### src/rtl/fetch_queue_if.sv
`default_nettype none
// ============================================================================
// Module      : fetch_queue_if
// Description : Fetch-to-decode handshake bundle for the instruction queue.
//               The master side is fetch/decode (the environment); the slave
//               side is the queue itself.
// Revision    : 1.0 - initial release
// ============================================================================
interface fetch_queue_if #(
  parameter int DEPTH = 4,
  parameter int PC_W  = 32
);
  localparam int c_CNT_W = $clog2(DEPTH) + 1;

  logic               flush;
  logic               in_valid;
  logic               in_ready;
  logic [PC_W-1:0]    in_pc;
  logic [31:0]        in_instr;
  logic               out_valid;
  logic               out_ready;
  logic [PC_W-1:0]    out_pc;
  logic [31:0]        out_instr;
  logic [24:0]        out_imm;
  logic [6:0]         out_opcode;
  logic [c_CNT_W-1:0] count;

  modport master (
    output flush, in_valid, in_pc, in_instr, out_ready,
    input  in_ready, out_valid, out_pc, out_instr, out_imm, out_opcode, count
  );

  modport slave (
    input  flush, in_valid, in_pc, in_instr, out_ready,
    output in_ready, out_valid, out_pc, out_instr, out_imm, out_opcode, count
  );
endinterface
`default_nettype wire

### src/rtl/fetch_queue.sv
`default_nettype none
// ============================================================================
// Module      : fetch_queue
// Description : Circular FIFO of {PC, instruction} pairs between fetch and
//               decode. Head is read combinationally with NOP defaults when
//               empty; flush discards everything in one cycle.
// Revision    : 1.0 - initial release
// ============================================================================
module fetch_queue #(
  parameter int DEPTH = 4,
  parameter int PC_W  = 32
) (
  input  wire logic       clk,
  input  wire logic       reset,
  fetch_queue_if.slave    bus
);
  localparam int                 c_PTR_W = $clog2(DEPTH);
  localparam int                 c_CNT_W = c_PTR_W + 1;
  localparam logic [c_CNT_W-1:0] c_FULL  = c_CNT_W'(DEPTH);
  localparam logic [31:0]        c_NOP   = 32'h0000_0013;

  logic [PC_W-1:0]    r_mem_pc    [DEPTH];
  logic [31:0]        r_mem_instr [DEPTH];
  logic [c_PTR_W-1:0] r_wr_ptr;
  logic [c_PTR_W-1:0] r_rd_ptr;
  logic [c_CNT_W-1:0] r_count;

  logic               w_in_ready;
  logic               w_out_valid;
  logic               w_push;
  logic               w_pop;
  logic [31:0]        w_head_instr;

  // Handshake status depends only on the registered occupancy.
  assign w_in_ready  = (r_count != c_FULL);
  assign w_out_valid = (r_count != '0);
  // Flush wins over both transfers in the same cycle.
  assign w_push      = bus.in_valid  && w_in_ready  && !bus.flush;
  assign w_pop       = bus.out_ready && w_out_valid && !bus.flush;

  // Pointer and occupancy bookkeeping; reset and flush both empty the queue.
  always_ff @(posedge clk or posedge reset) begin
    if (reset) begin
      r_wr_ptr <= '0;
      r_rd_ptr <= '0;
      r_count  <= '0;
    end else if (bus.flush) begin
      r_wr_ptr <= '0;
      r_rd_ptr <= '0;
      r_count  <= '0;
    end else begin
      if (w_push) r_wr_ptr <= r_wr_ptr + 1'b1;
      if (w_pop)  r_rd_ptr <= r_rd_ptr + 1'b1;
      case ({w_push, w_pop})
        2'b10:   r_count <= r_count + 1'b1;
        2'b01:   r_count <= r_count - 1'b1;
        default: r_count <= r_count;
      endcase
    end
  end

  // Entry storage is not reset; stale slots are never visible because the
  // head is masked whenever the queue is empty.
  always_ff @(posedge clk) begin
    if (w_push) begin
      r_mem_pc[r_wr_ptr]    <= bus.in_pc;
      r_mem_instr[r_wr_ptr] <= bus.in_instr;
    end
  end

  // Head presentation: entry at rd_ptr, or the NOP/zero defaults when empty.
  always_comb begin
    w_head_instr = c_NOP;
    bus.out_pc   = '0;
    if (w_out_valid) begin
      w_head_instr = r_mem_instr[r_rd_ptr];
      bus.out_pc   = r_mem_pc[r_rd_ptr];
    end
  end

  assign bus.out_instr  = w_head_instr;
  assign bus.out_imm    = w_head_instr[31:7];
  assign bus.out_opcode = w_head_instr[6:0];
  assign bus.in_ready   = w_in_ready;
  assign bus.out_valid  = w_out_valid;
  assign bus.count      = r_count;
endmodule
`default_nettype wire

### src/flat_wrapper.sv
// flat-port wrapper written by rule: the top's interface ports become plain ports
module fetch_queue_flat 
#(
  parameter int DEPTH = 4,
  parameter int PC_W  = 32
)
  (clk, reset, bus_flush, bus_in_valid, bus_in_pc, bus_in_instr, bus_out_ready, bus_in_ready, bus_out_valid, bus_out_pc, bus_out_instr, bus_out_imm, bus_out_opcode, bus_count);
  fetch_queue_if #(.DEPTH(DEPTH), .PC_W(PC_W)) bus_i ();
  input  wire logic clk;
  input  wire logic reset;
  input wire logic [$bits(bus_i.flush)-1:0] bus_flush;
  input wire logic [$bits(bus_i.in_valid)-1:0] bus_in_valid;
  input wire logic [$bits(bus_i.in_pc)-1:0] bus_in_pc;
  input wire logic [$bits(bus_i.in_instr)-1:0] bus_in_instr;
  input wire logic [$bits(bus_i.out_ready)-1:0] bus_out_ready;
  output wire logic [$bits(bus_i.in_ready)-1:0] bus_in_ready;
  output wire logic [$bits(bus_i.out_valid)-1:0] bus_out_valid;
  output wire logic [$bits(bus_i.out_pc)-1:0] bus_out_pc;
  output wire logic [$bits(bus_i.out_instr)-1:0] bus_out_instr;
  output wire logic [$bits(bus_i.out_imm)-1:0] bus_out_imm;
  output wire logic [$bits(bus_i.out_opcode)-1:0] bus_out_opcode;
  output wire logic [$bits(bus_i.count)-1:0] bus_count;
  assign bus_i.flush = bus_flush;
  assign bus_i.in_valid = bus_in_valid;
  assign bus_i.in_pc = bus_in_pc;
  assign bus_i.in_instr = bus_in_instr;
  assign bus_i.out_ready = bus_out_ready;
  assign bus_in_ready = bus_i.in_ready;
  assign bus_out_valid = bus_i.out_valid;
  assign bus_out_pc = bus_i.out_pc;
  assign bus_out_instr = bus_i.out_instr;
  assign bus_out_imm = bus_i.out_imm;
  assign bus_out_opcode = bus_i.out_opcode;
  assign bus_count = bus_i.count;
  fetch_queue #(.DEPTH(DEPTH), .PC_W(PC_W)) u_core (.clk(clk), .reset(reset), .bus(bus_i));
endmodule
### config.mk
export PLATFORM = sky130hd
export DESIGN_NAME = fetch_queue_flat
export DESIGN_NICKNAME = d
export VERILOG_FILES = /design/src/rtl/fetch_queue_if.sv /design/src/rtl/fetch_queue.sv /design/src/flat_wrapper.sv
export SDC_FILE = /design/constraint.sdc
export NUM_CORES = 1
export LEC_CHECK = 0
export ABC_CLOCK_PERIOD_IN_PS = 4100
export BUFFER_PORTS_ARGS = -buffer_cell sky130_fd_sc_hd__buf_2
export CAP_MARGIN = 40
export CORE_MARGIN = 8
export CORE_UTILIZATION = 30
export CTS_CLUSTER_DIAMETER = 30
export DETAILED_ROUTE_END_ITERATION = 12
export MAX_ROUTING_LAYER = met4
export PLACE_DENSITY = 0.44
export SLEW_MARGIN = 0
export SYNTH_ARGS = -nofsm -noshare
export SYNTH_HDL_FRONTEND = slang
export SYNTH_SLANG_ARGS = --single-unit
### constraint.sdc
create_clock -name clk -period 4.1 [get_ports clk]
set_clock_uncertainty 0.15 [all_clocks]
set_input_delay 0 -clock clk [delete_from_list [all_inputs] [get_ports clk]]
set_output_delay 0 -clock clk [all_outputs]
set_load 0.03 [all_outputs]
Word-level counts from Yosys, hierarchy flattened. Memory sizes are Yosys's and may differ from the RTL's. Index checks and enable logic that the tools add are counted.

Output and inout port bits: 101. Memory bits (writable): 256. Input port bits: 69. Logic and storage cells: 31. Register bits after elaboration: 7. Memories: 2.

Memory list: u_core.r_mem_instr (depth 4, bits a word 32, read ports 1, clocked after memory_dff 0, wr ports 1, line fetch_queue.sv:23) `logic [31:0] r_mem_instr [DEPTH];`; u_core.r_mem_pc (depth 4, bits a word 32, read ports 1, clocked after memory_dff 0, wr ports 1, line fetch_queue.sv:22) `logic [PC_W-1:0] r_mem_pc [DEPTH];`.

Muxes and demuxes: 10. Equality and inequality tests: 3. $add $sub $neg: 4. Reduce and logical (&&, ||, !) cells: 9.

Operators with widths (number): $mux 32 (2); $mux 2 (4); $pmux 3 s2 (1); $reduce_bool 3->1 (2); $add 2x1->2 const B (2); $logic_and 1x1->1 (4); $reduce_bool 2->1 (2); $add 3x1->3 const B (1); $mux 3 (1); $ne 3x3->1 const B (1); $sub 3x1->3 const B (1); $eq 2x1->1 const B (1); $eq 2x2->1 const B (1); $mux 1 (2); $logic_not 1->1 (1).

Longest topological paths before layout.
Depth after elaboration: 6. Depth in mapped cells: 7. Mapped depth without buffers: 6.

Least setup slack after synthesis. Ideal clock, no wire load.

Path kind: register -> register. From: register u_core.r_count[0] (netlist: u_core.bus.count[0]). To: memory u_core.r_mem_instr[0][0] (enable). Period minus slack after synthesis: 3212 ps. Buffers on the path: 1. Arrival time: 2633 ps. Data required time: 3521 ps. Path slack: 888 ps. Stages on the path, launching flop included: 5. Setup time: 429 ps. Cell sequence: dfrtp_1 buf_2 nor3b_1 nor3_1 and2_1.

Cells in the longest elaborated chain, start to end: 5.

Ends and longest elaborated chain: start, declared (line fetch_queue.sv:26) `logic [c_CNT_W-1:0] r_count;`; start signal, assigned (line fetch_queue.sv:55) `2'b10: r_count <= r_count + 1'b1;`; start signal, assigned (line fetch_queue.sv:56) `2'b01: r_count <= r_count - 1'b1;`; start signal, assigned (line fetch_queue.sv:57) `default: r_count <= r_count;`; $ne 3x3->1 (line fetch_queue.sv:35) `assign w_in_ready = (r_count != c_FULL);`; $logic_and 1x1->1 (2 in a row) (line fetch_queue.sv:38) `assign w_push = bus.in_valid && w_in_ready && !bus.flush;`; $mux 1 (line fetch_queue.sv:65) `if (w_push) begin`; $mux 1 (not written as such) (line fetch_queue.sv:67) `r_mem_instr[r_wr_ptr] <= bus.in_instr;`; end, declared (line fetch_queue.sv:23).

No other way between the ends.

Final worst setup path.
From: register u_core.r_rd_ptr[0]. To: output port bus_out_instr[1].

Cells in the longest elaborated chain, start to end: 2.

Ends and longest elaborated chain: start, declared (line fetch_queue.sv:25) `logic [c_PTR_W-1:0] r_rd_ptr;`; start signal, assigned (line fetch_queue.sv:53) `if (w_pop) r_rd_ptr <= r_rd_ptr + 1'b1;`; $mem_v2 4x32; $mux 32 (line fetch_queue.sv:75) `if (w_out_valid) begin`; end, declared (line flat_wrapper.sv:19) `output wire logic [$bits(bus_i.out_instr)-1:0] bus_out_instr;`.

No other way between the ends.

==> summary.md <==
| Metric | Value |
|---|---|
| DR vias | `5555` |
| Maximum achievable frequency | `347 MHz` |
| Hold Buf Count CTS | `70` |
| Number of warnings reported in the yosys synthesis log | `0` |
| Result of the run | `completed` |
| Global route hottest layer | `met2` |
| Sequential share of the synthesized area | `0.753` |
| Via count of the first global-routing pass | `6471` |
| Syn-to-layout area delta | `37.9%` |
| Setup slack after placement | `1.58 ns` |
| DRC Markers | `0` |
| Flop and latch count out of synthesis | `263` |
| Worst Max-Slew Pin Slew | `0.657 ns` |
| Worst slew margin relative to its limit | `0.559` |
| Synthesized netlist net count | `just under 600` |
| Die ar. | `0.0410 mm2` |
| Nets | `~830` |
| Final Cycle Share | `0.703` |
| Clock buffer depth | `3` |
| Initial cell density of the core | `0.303` |
| Max-capacitance violation count | `0` |
| RSZ-0062 raised after global routing | `no` |
| Clock tree from TritonCTS | `built` |
| Worst Setup Start Kind | `flip-flop` |
| CTS sink cnt | `263` |
| Total grt overflow | `0` |
| Final number of max-transition violations | `0` |
| Peak fanout along the critical path | `20` |
| Number of unique standard cell types used by synthesis | `34` |
| Maximum vdd ir drop | `0.000339 V` |
| DRT iter0 DRCs | `228` |
| HP Class | `in2reg` |
| Weighted congestion reported at the end of routability-driven placement | `between 0.6 and 0.7` |
| Most instantiated flip-flop cell in the synthesis netlist | `sky130_fd_sc_hd__edfxtp_1` |
| Chip Height | `203 um` |
| R2r setup slk | `1.64 ns` |
| Kind of end point of the critical path | `output pin` |
| Number of primary I/O pins | `170` |
| Global-route wire length before repair | `37000 um` |
| Number of nets with antenna violations after detailed routing | `0` |
| Synthesized area | `0.0104 mm2` |
| Post-route worst hold slack | `0.0485 ns` |
| Half-perimeter wire length after placement | `15000 um` |
| Arrival time at the worst endpoint | `roughly 2.7 ns` |
| Per-cell routed wire length | `19.2 um` |
| Number of cell rows | `68` |
| Overall power after layout | `about 8.7 mW` |
| Leakage component of the power | `5.19 nW` |
| Power per standard cell area | `606 mW/mm2` |
| Horizontal die dimension | `203 um` |
| Fin crit period | `2.88 ns` |
| Number of enable-type register cells in the synthesized netlist | `256` |
| Met2 global-route usage | `0.210` |
| Number of buffer cells added on primary ports | `169` |
| Global-route met1 utilization | `0.134` |
| Required time reported for the critical path endpoint | `3.95 ns` |
| Fraction of synthesis flops using an asynchronous set or reset pin | `0.0266` |
| Share of post-route cells with drive strength above 1 | `0.425` |
| Number of clock buffers inserted by TritonCTS | `61` |
| Final Worst Setup Slack | `1.22 ns` |
| Setup violation total in the final timing report | `0` |
| WS Path Type | `reg2out` |
| Summed negative setup slack over all endpoints | `0 ns` |
| Cell count after synthesis | `503` |
| Core Area | `0.0345 mm2` |
| Root buffer cell | `sky130_fd_sc_hd__clkbuf_16` |
| Clock Pin Slew Worst Setup and Hold Paths | `0.04 ns` |
| Sum of routed wire length over all layers | `24300 um` |
| Clock latency on the worst-skew pair | `0.55 ns` |
| Overall fraction of global-route tracks in use | `0.121` |
| Pin count of the biggest net entering global routing | `45` |
| Post-synthesis area per instance | `20.8 um2` |
| Number of antenna violations at the first check in global routing | `2` |
| Count of final hold-check violations | `0` |
| Drt pass-1 iters | `4` |
| GRT met3 Usage | `0.0327` |
| Number of buffers inserted by post-CTS setup repair | `0` |
| Maximum level of the CTS H-tree | `2` |
| Post-CTS resize count | `0` |
| Average via count per standard cell | `4.40` |
[layout by cell type (no fill, tap or decap), types with 2 or more instances in the layout]
master,n
sky130_fd_sc_hd__nand3_1,4
sky130_fd_sc_hd__ha_1,4
sky130_fd_sc_hd__inv_6,4
sky130_fd_sc_hd__edfxtp_1,256
sky130_fd_sc_hd__clkinvlp_4,5
sky130_fd_sc_hd__buf_2,169
sky130_fd_sc_hd__buf_12,2
sky130_fd_sc_hd__nand2_1,2
sky130_fd_sc_hd__dfrtp_1,5
sky130_fd_sc_hd__clkinv_1,14
sky130_fd_sc_hd__buf_16,5
sky130_fd_sc_hd__clkinv_4,2
sky130_fd_sc_hd__clkinv_2,11
sky130_fd_sc_hd__mux4_2,64
sky130_fd_sc_hd__diode_2,2
sky130_fd_sc_hd__dlygate4sd3_1,70
sky130_fd_sc_hd__nor2_1,5
sky130_fd_sc_hd__bufinv_16,9
sky130_fd_sc_hd__o2111ai_1,2
sky130_fd_sc_hd__or2_1,3
sky130_fd_sc_hd__inv_1,7
sky130_fd_sc_hd__clkbuf_1,7
sky130_fd_sc_hd__and2_1,61
sky130_fd_sc_hd__nand2b_1,2
sky130_fd_sc_hd__and2_4,4
sky130_fd_sc_hd__o21ai_0,2
sky130_fd_sc_hd__nor3_1,3
sky130_fd_sc_hd__dfrtp_4,2
sky130_fd_sc_hd__clkbuf_16,61
sky130_fd_sc_hd__a21oi_1,3
sky130_fd_sc_hd__xor2_1,2
[critical path: stages (launching register included)]
cell and delay [ns]:
sky130_fd_sc_hd__dfrtp_4 0.71, sky130_fd_sc_hd__buf_4 0.41, sky130_fd_sc_hd__mux4_2 0.53, sky130_fd_sc_hd__or2_1 0.29, sky130_fd_sc_hd__buf_2 0.21
[area by class of cell]
| class | count | area, um2 |
|---|---|---|
| Antenna cell | 2 | 5.00 |
| Clock buffer | 68 | 1550 |
| Clock inverter | 45 | 468 |
| Fill cell | 3130 | 20100 |
| Inverter | 8 | 30.0 |
| Multi-Input combinational cell | 174 | 2180 |
| Sequential cell | 263 | 7870 |
| Tap cell | 455 | 569 |
| Timing Repair Buffer | 247 | 1730 |
[state kept, by name (all words and copies together), names as in the netlist]
| name | count |
|---|---|
| u_core.r_wr_ptr | 2 |
| u_core.r_rd_ptr | 2 |
| u_core.bus.count | 3 |
| u_core.r_mem_pc | 128 |
| u_core.r_mem_instr | 128 |
[stage by stage]
step	cells	util	area (um2)
after global routing	1262	0.418	14400
after CTS	1260	0.418	14400
final	1262	0.418	14400
after detailed placement	1077	0.339	11700
after global placement	1071	0.334	11500
after floorplan	503	-	10400
[Yosys cell counts, drive strengths merged, types with 3 or more instances]
master  instances  area share
a21oi           3      0.0014
and2           65       0.039
buf            48       0.034
clkbuf         10      0.0036
dfrtp           7       0.017
edfxtp        256        0.74
ha              4      0.0048
inv             8      0.0029
mux4           64        0.14
nand3           4      0.0019
nor2            5      0.0018
nor3            3      0.0014
or2             4      0.0024
[final timing paths]
path                                             end  cells after the start                start
max                                 bus_out_instr[1]                      4   u_core.r_rd_ptr[0]
min                        u_core.r_mem_instr[3][14]                      2     bus_in_instr[14]
max reg2reg                   u_core.r_mem_pc[2][20]                      4  u_core.bus.count[0]
min reg2reg                       u_core.r_wr_ptr[1]                      2   u_core.r_wr_ptr[1]
max in group asynchronous         u_core.r_rd_ptr[1]                      4                reset
min in group asynchronous         u_core.r_wr_ptr[1]                      4                reset
[power breakdown]
part           leakage, nW  total, mW  switching [mW]  internal (mW)
registers             2.42       3.08          0.0427           3.04
logic                 1.80      0.991           0.614          0.377
clock network        0.979       4.66            1.41           3.25
total                 5.19       8.73            2.07           6.66
[routing by layer]
| layer | vias to the layer above | share of wire | routed length [um] |
|---|---|---|---|
| met1 | 2829 | 0.40 | 9790 |
| met4 | 0 | 0.015 | 375 |
| met5 | - | 0 | 0 |
| li1 | 2502 | - | - |
| met3 | 37 | 0.060 | 1460 |
| met2 | 187 | 0.52 | 12700 |
[cells by family (layout without fill, tap and decap cells)]
family	Yosys count	in the layout	share of synthesized area
flip-flops	263	263	0.753
AND/OR/NAND/NOR	87	87	0.0498
buffers and inverters	66	368	0.0400
multiplexers	65	65	0.139
AO/OA/AOI/OAI	14	14	0.00922
adder cells (fa/ha/maj)	5	5	0.00671
XOR/XNOR	3	3	0.00252
other	0	2	0
Power figures use the tool's default switching activity.
